===== config.mk =====
export PLATFORM = sky130hd
export DESIGN_NAME = ifu_fetch_flat
export DESIGN_NICKNAME = d
export VERILOG_FILES = /design/src/rtl/ifu_fetch_if.sv /design/src/rtl/ifu_fetch.sv /design/src/flat_wrapper.sv
export SDC_FILE = /design/constraint.sdc
export NUM_CORES = 1
export LEC_CHECK = 0
export BUFFER_PORTS_ARGS = -buffer_cell sky130_fd_sc_hd__buf_2
export CORE_ASPECT_RATIO = 2
export CORE_MARGIN = 10
export CORE_UTILIZATION = 43
export CTS_CLUSTER_SIZE = 28
export DETAILED_ROUTE_END_ITERATION = 8
export PLACE_DENSITY = 0.77
export SLEW_MARGIN = 20
export SYNTH_ARGS = -nofsm -noshare
export SYNTH_HDL_FRONTEND = slang
export SYNTH_SLANG_ARGS = --single-unit

===== constraint.sdc =====
create_clock -name clk -period 2.9 [get_ports clk]
set_input_delay 0.58 -clock clk [delete_from_list [all_inputs] [get_ports clk]]
set_output_delay 0.58 -clock clk [all_outputs]
set_load 0.03 [all_outputs]

===== src/rtl/ifu_fetch_if.sv =====
// Fetch-unit bundle: redirect input, instruction-memory request/response
// channel and the decoder-facing instruction handshake.
interface ifu_fetch_if;
  logic        redirect_valid;
  logic [31:0] redirect_pc;
  logic        imem_req;
  logic [31:0] imem_addr;
  logic        imem_gnt;
  logic        imem_rvalid;
  logic [31:0] imem_rdata;
  logic        inst_valid;
  logic        inst_ready;
  logic [31:0] inst;
  logic [31:0] inst_pc;
  logic [6:0]  op;
  logic [2:0]  funct3;
  logic [6:0]  funct7;

  modport master (
    input  redirect_valid, redirect_pc, imem_gnt, imem_rvalid, imem_rdata, inst_ready,
    output imem_req, imem_addr, inst_valid, inst, inst_pc, op, funct3, funct7
  );

  modport slave (
    output redirect_valid, redirect_pc, imem_gnt, imem_rvalid, imem_rdata, inst_ready,
    input  imem_req, imem_addr, inst_valid, inst, inst_pc, op, funct3, funct7
  );
endinterface


===== src/rtl/ifu_fetch.sv =====
// Single-outstanding instruction fetch unit: requests one word at a time,
// holds it for the decoder, and squashes in-flight responses on redirect.
module ifu_fetch #(
  parameter logic [31:0] RESET_PC = 32'h8000_0000
) (
  input  logic        clk,
  input  logic        rst,
  ifu_fetch_if.master bus
);

  typedef enum logic [1:0] {S_REQ, S_WAIT, S_HOLD, S_DROP} state_e;

  state_e      state_q, state_d;
  logic [31:0] pc_q, pc_d;
  logic [31:0] inst_q, inst_d;
  logic [31:0] inst_pc_q, inst_pc_d;
  logic        vld_q, vld_d;

  always_ff @(posedge clk or posedge rst) begin
    if (rst) state_q <= S_REQ;
    else     state_q <= state_d;
  end

  // DROP means a granted request is still owed a response that must be thrown away.
  always_comb begin
    state_d = state_q;
    case (state_q)
      S_REQ:   if (bus.imem_gnt) state_d = bus.redirect_valid ? S_DROP : S_WAIT;
      S_WAIT: begin
        if (bus.imem_rvalid)         state_d = bus.redirect_valid ? S_REQ : S_HOLD;
        else if (bus.redirect_valid) state_d = S_DROP;
      end
      S_HOLD:  if (bus.redirect_valid || bus.inst_ready) state_d = S_REQ;
      S_DROP:  if (bus.imem_rvalid) state_d = S_REQ;
      default: state_d = S_REQ;
    endcase
  end

  always_comb begin
    pc_d      = pc_q;
    inst_d    = inst_q;
    inst_pc_d = inst_pc_q;
    vld_d     = vld_q;
    if (state_q == S_WAIT && bus.imem_rvalid && !bus.redirect_valid) begin
      inst_d    = bus.imem_rdata;
      inst_pc_d = pc_q;
      pc_d      = pc_q + 32'd4;
      vld_d     = 1'b1;
    end
    if (state_q == S_HOLD && (bus.redirect_valid || bus.inst_ready)) vld_d = 1'b0;
    if (bus.redirect_valid) pc_d = bus.redirect_pc & 32'hFFFF_FFFC;
  end

  always_ff @(posedge clk or posedge rst) begin
    if (rst) begin
      pc_q      <= RESET_PC;
      inst_q    <= 32'h0;
      inst_pc_q <= 32'h0;
      vld_q     <= 1'b0;
    end else begin
      pc_q      <= pc_d;
      inst_q    <= inst_d;
      inst_pc_q <= inst_pc_d;
      vld_q     <= vld_d;
    end
  end

  // Request is masked while reset is held so nothing is issued during reset.
  always_comb begin
    bus.imem_req   = (state_q == S_REQ) && !rst;
    bus.imem_addr  = pc_q;
    bus.inst_valid = vld_q;
    bus.inst       = inst_q;
    bus.inst_pc    = inst_pc_q;
    bus.op         = inst_q[6:0];
    bus.funct3     = inst_q[14:12];
    bus.funct7     = inst_q[31:25];
  end

endmodule

===== src/flat_wrapper.sv =====
// flat-port wrapper written by rule: the top's interface ports become plain ports
module ifu_fetch_flat 
#(
  parameter logic [31:0] RESET_PC = 32'h8000_0000
)
  (clk, rst, bus_redirect_valid, bus_redirect_pc, bus_imem_gnt, bus_imem_rvalid, bus_imem_rdata, bus_inst_ready, bus_imem_req, bus_imem_addr, bus_inst_valid, bus_inst, bus_inst_pc, bus_op, bus_funct3, bus_funct7);
  ifu_fetch_if bus_i ();
  input  logic clk;
  input  logic rst;
  input wire logic [$bits(bus_i.redirect_valid)-1:0] bus_redirect_valid;
  input wire logic [$bits(bus_i.redirect_pc)-1:0] bus_redirect_pc;
  input wire logic [$bits(bus_i.imem_gnt)-1:0] bus_imem_gnt;
  input wire logic [$bits(bus_i.imem_rvalid)-1:0] bus_imem_rvalid;
  input wire logic [$bits(bus_i.imem_rdata)-1:0] bus_imem_rdata;
  input wire logic [$bits(bus_i.inst_ready)-1:0] bus_inst_ready;
  output wire logic [$bits(bus_i.imem_req)-1:0] bus_imem_req;
  output wire logic [$bits(bus_i.imem_addr)-1:0] bus_imem_addr;
  output wire logic [$bits(bus_i.inst_valid)-1:0] bus_inst_valid;
  output wire logic [$bits(bus_i.inst)-1:0] bus_inst;
  output wire logic [$bits(bus_i.inst_pc)-1:0] bus_inst_pc;
  output wire logic [$bits(bus_i.op)-1:0] bus_op;
  output wire logic [$bits(bus_i.funct3)-1:0] bus_funct3;
  output wire logic [$bits(bus_i.funct7)-1:0] bus_funct7;
  assign bus_i.redirect_valid = bus_redirect_valid;
  assign bus_i.redirect_pc = bus_redirect_pc;
  assign bus_i.imem_gnt = bus_imem_gnt;
  assign bus_i.imem_rvalid = bus_imem_rvalid;
  assign bus_i.imem_rdata = bus_imem_rdata;
  assign bus_i.inst_ready = bus_inst_ready;
  assign bus_imem_req = bus_i.imem_req;
  assign bus_imem_addr = bus_i.imem_addr;
  assign bus_inst_valid = bus_i.inst_valid;
  assign bus_inst = bus_i.inst;
  assign bus_inst_pc = bus_i.inst_pc;
  assign bus_op = bus_i.op;
  assign bus_funct3 = bus_i.funct3;
  assign bus_funct7 = bus_i.funct7;
  ifu_fetch #(.RESET_PC(RESET_PC)) u_core (.clk(clk), .rst(rst), .bus(bus_i));
endmodule

==> run_results.csv <==
group,metric,value,unit
outcome,status,"finished, final reports clean",
synthesis,netlist_area,0.004357,mm2
sta,rsz0062_at_grt,"no",
floorplanning,num_rows,52,
cts,cts_setup_buffers,0,
detailed_routing,finalWirelength,12.36,mm
worst_setup_path,critPathMaxStageDelay,0.59,ns
cts,cts_hold_buffers,0,
floorplanning,initial_core_util,0.4348,
grt,grt_pass1_vias,3725,
cts,clkLatencyLatePin,0.34,ns
synthesis,synth_edf_count,0,
finish,areaGrowthSynthToFinish,28.09,%
synthesis,synth_top_area_frac,0.5399,
power,ir_drop,0.7271,mV
detailed_routing,route.detailed.drc,0,
grt,antenna_found_initial,1,
sta,skew,0.005220,ns
detailed_routing,drtIter0Drc,151,
power,power_frac_clock,0.209,
cts,htree_levels,3,
power,switchingPower,0.002677,W
sta,max_clock_freq,445.8,MHz
grt,grt_pass1_wl,19.54,mm
finish,fin_nets,600,
synthesis,synth-seq-cells,95,
synthesis,netlist_top_cells_count,"dfrtp_1, mux2_2, nand2_1",
power,leakage,2.670,nW
cts,clk_pin_slew_worst_paths,0.07,ns
worst_setup_path,critPathBufInv,0,
floorplanning,coreArea,0.01002,mm2
sta,period_share,0.7735,
synthesis,synth.top_cells.by_area,"dfrtp_1, mux2_2, buf_4",
sta,relSlewSlack,0.5451,
worst_setup_path,start_kind,"flip-flop",
worst_setup_path,slowest_stage,"or4_1",
synthesis,netlist_instances,369,
worst_setup_path,crit_type,"flip-flop to flip-flop",
cts,tritoncts,"built",
cts,cts.root.buffer_cell,"clkbuf_16",
place,dp_hpwl,9.572,mm
grt,grt_max_degree,69,
floorplanning,die-height,162.4,um
power,power_frac_seq,0.350,
worst_setup_path,worstSetupEndpointType,"flip-flop",
sta,setup_viol,0,
grt,track_usage,0.1658,
sta,setup_tns,0,ns
cts,cts_buffer_depth,2,
finish,drive_above_1_share,0.5056,
worst_setup_path,worst-path-max-fanout,7,
worst_setup_path,critPathTopFamily,"simple AND/OR/NAND/NOR gates",
power,cellPowerDensity,1098,mW/mm2
power,p_sw_frac,0.4369,
floorplanning,die_x,91.18,um
detailed_routing,viasPerCell,5.061,
detailed_routing,via_count,3391,
grt,grt_overflow_total,0,
worst_setup_path,required,3.13,ns
sta,setup_slack,0.6569,ns
power,comb_power_share,0.441,
synthesis,seq_area_frac_synth,0.5460,
place,place.gp.congestion,0.8223,
worst_hold_path,hp-class,"input port to async pin",
cts,post_cts_resized,0,
detailed_routing,wl_per_cell,18.45,um
synthesis,synth.most_common_cell,"dfrtp_1",
synthesis,async_reset_ff_frac,1.000,
finish,design_area,0.005580,mm2
worst_setup_path,arrival,2.47,ns
floorplanning,die_area,0.01480,mm2
sta,tightest_slew,0.6772,ns
cts,cts.sinks,95,
place,pre_cts_ws,0.6390,ns
synthesis,synth_top_area_cell,"dfrtp_1",
floorplanning,pin_count,185,
sta,hold_viol_final,0,
sta,min_period,2.243,ns
finish,nFillCells,910,
sta,slew_viol_final,0,
synthesis,synthFlopType,"dfrtp_1",
detailed_routing,ant_nets,0,
synthesis,synth_warnings,0,
place,port_buffers,178,
run,cap_violations,0,
place,place_area,0.005256,mm2
worst_setup_path,crit_chain,"ha_1 -> nand4b_1 -> or4_1 -> nor3_2 -> xor2_1 -> mux2_2",
power,p_int,0.003450,W
detailed_routing,dr.pass1.iters,4,
synthesis,post_synth.cell_area_avg,11.81,um2
synthesis,synth_cell_type_count,37,
cts,cts_buffers,9,
[routing by layer]
layer	routed length [um]	global-route usage
met1	4303	0.1580
met2	6893	0.3109
met3	652	0.04663
met4	514	0.08739
met5	0	0
[per-stage QoR]
stage	power [W]	std cells	util	hold WS, ns
after floorplan	0.004162	372	-	0.5789
after global placement	0.004824	653	0.5246	0.4834
after detailed placement	0.004921	653	0.5246	0.4905
after CTS	0.006198	669	0.5567	0.3362
after global routing	0.006417	670	0.5569	0.3534
final	0.006126	670	0.5569	0.3185
[cells in the final DEF (no fill, tap or decap), types with 2 or more instances in the layout]
cell type  instances
xnor2_1           12
clkinv_2           2
nand2_1           42
xor2_1            13
nand4_1            9
conb_1             4
bufinv_16          2
buf_4              3
nand3b_1           2
nor4_4             2
nor2b_1            3
nor2_1             6
mux2i_1            3
nand3_1           17
nor4_1             3
mux2_2            64
dfrtp_1           94
clkinv_4           2
o311ai_0           2
and3_1             5
nor3_1             5
buf_2            178
o21ai_0           29
clkbuf_16          9
inv_1              4
and4_1             2
[worst reg2reg max path: cells and delay by family (launching register included)]
kind / cells / cell delay [ns]
flops: 1 / 0.48
simple gates: 3 / 1.03
fa+ha+maj: 1 / 0.27
xor+xnor: 1 / 0.10
mux: 1 / 0.26
[cells by family after synthesis]
family | share of synthesized area
flip-flops | 0.5460
AND/OR/NAND/NOR | 0.1304
other | 0.0008607
XOR/XNOR | 0.05026
AO/OA/AOI/OAI | 0.04135
buffers and inverters | 0.05600
multiplexers | 0.1723
adder cells (fa/ha/maj) | 0.002871
[power groups by stage]
| stage | Sequential (W) | Clock (W) | Combinational [W] |
|---|---|---|---|
| final | 0.00214 | 0.00128 | 0.00270 |
| after global routing | 0.00223 | 0.00135 | 0.00284 |
| after CTS | 0.00215 | 0.00130 | 0.00275 |
| after detailed placement | 0.00217 | 0 | 0.00275 |
| after global placement | 0.00213 | 0 | 0.00269 |
| after floorplan | 0.00310 | 0 | 0.00107 |
[sequential cells by signal (all words and copies together) (netlist names)]
register	flops
u_core.bus.inst	32
u_core.bus.imem_addr	30
u_core.bus.inst_pc	30
u_core.state_q	2
u_core.bus.inst_valid	1
[area by class of cell]
cell class              count  area [um2]  area share
inverters                   5       22.52    0.004036
multi-input cells         236        1753      0.3141
flip-flops and latches     95        2379      0.4262
clock inverters             7       96.34     0.01726
repair buffers            182       933.4      0.1673
clock buffers               9       225.2     0.04036
well taps                 135       168.9     0.03027
diodes                      1       2.502   0.0004484
[worst paths after layout]
check / slack [ns] / depth (start not counted) / end / start
setup reg to reg: 0.66 / 6 / u_core.bus.imem_addr[30] / u_core.bus.imem_addr[2]
max in group asynchronous: 1.80 / 3 / u_core.bus.imem_addr[31] / rst
hold reg to reg: 0.50 / 1 / u_core.bus.inst[23] / u_core.bus.inst[23]
min in group clk: 0.44 / 3 / u_core.bus.imem_addr[7] / bus_redirect_pc[7]
hold / removal: 0.32 / 2 / u_core.bus.inst_pc[3] / rst
setup / recovery: 0.66 / 6 / u_core.bus.imem_addr[30] / u_core.bus.imem_addr[2]
(Power assumes the default switching activity.)
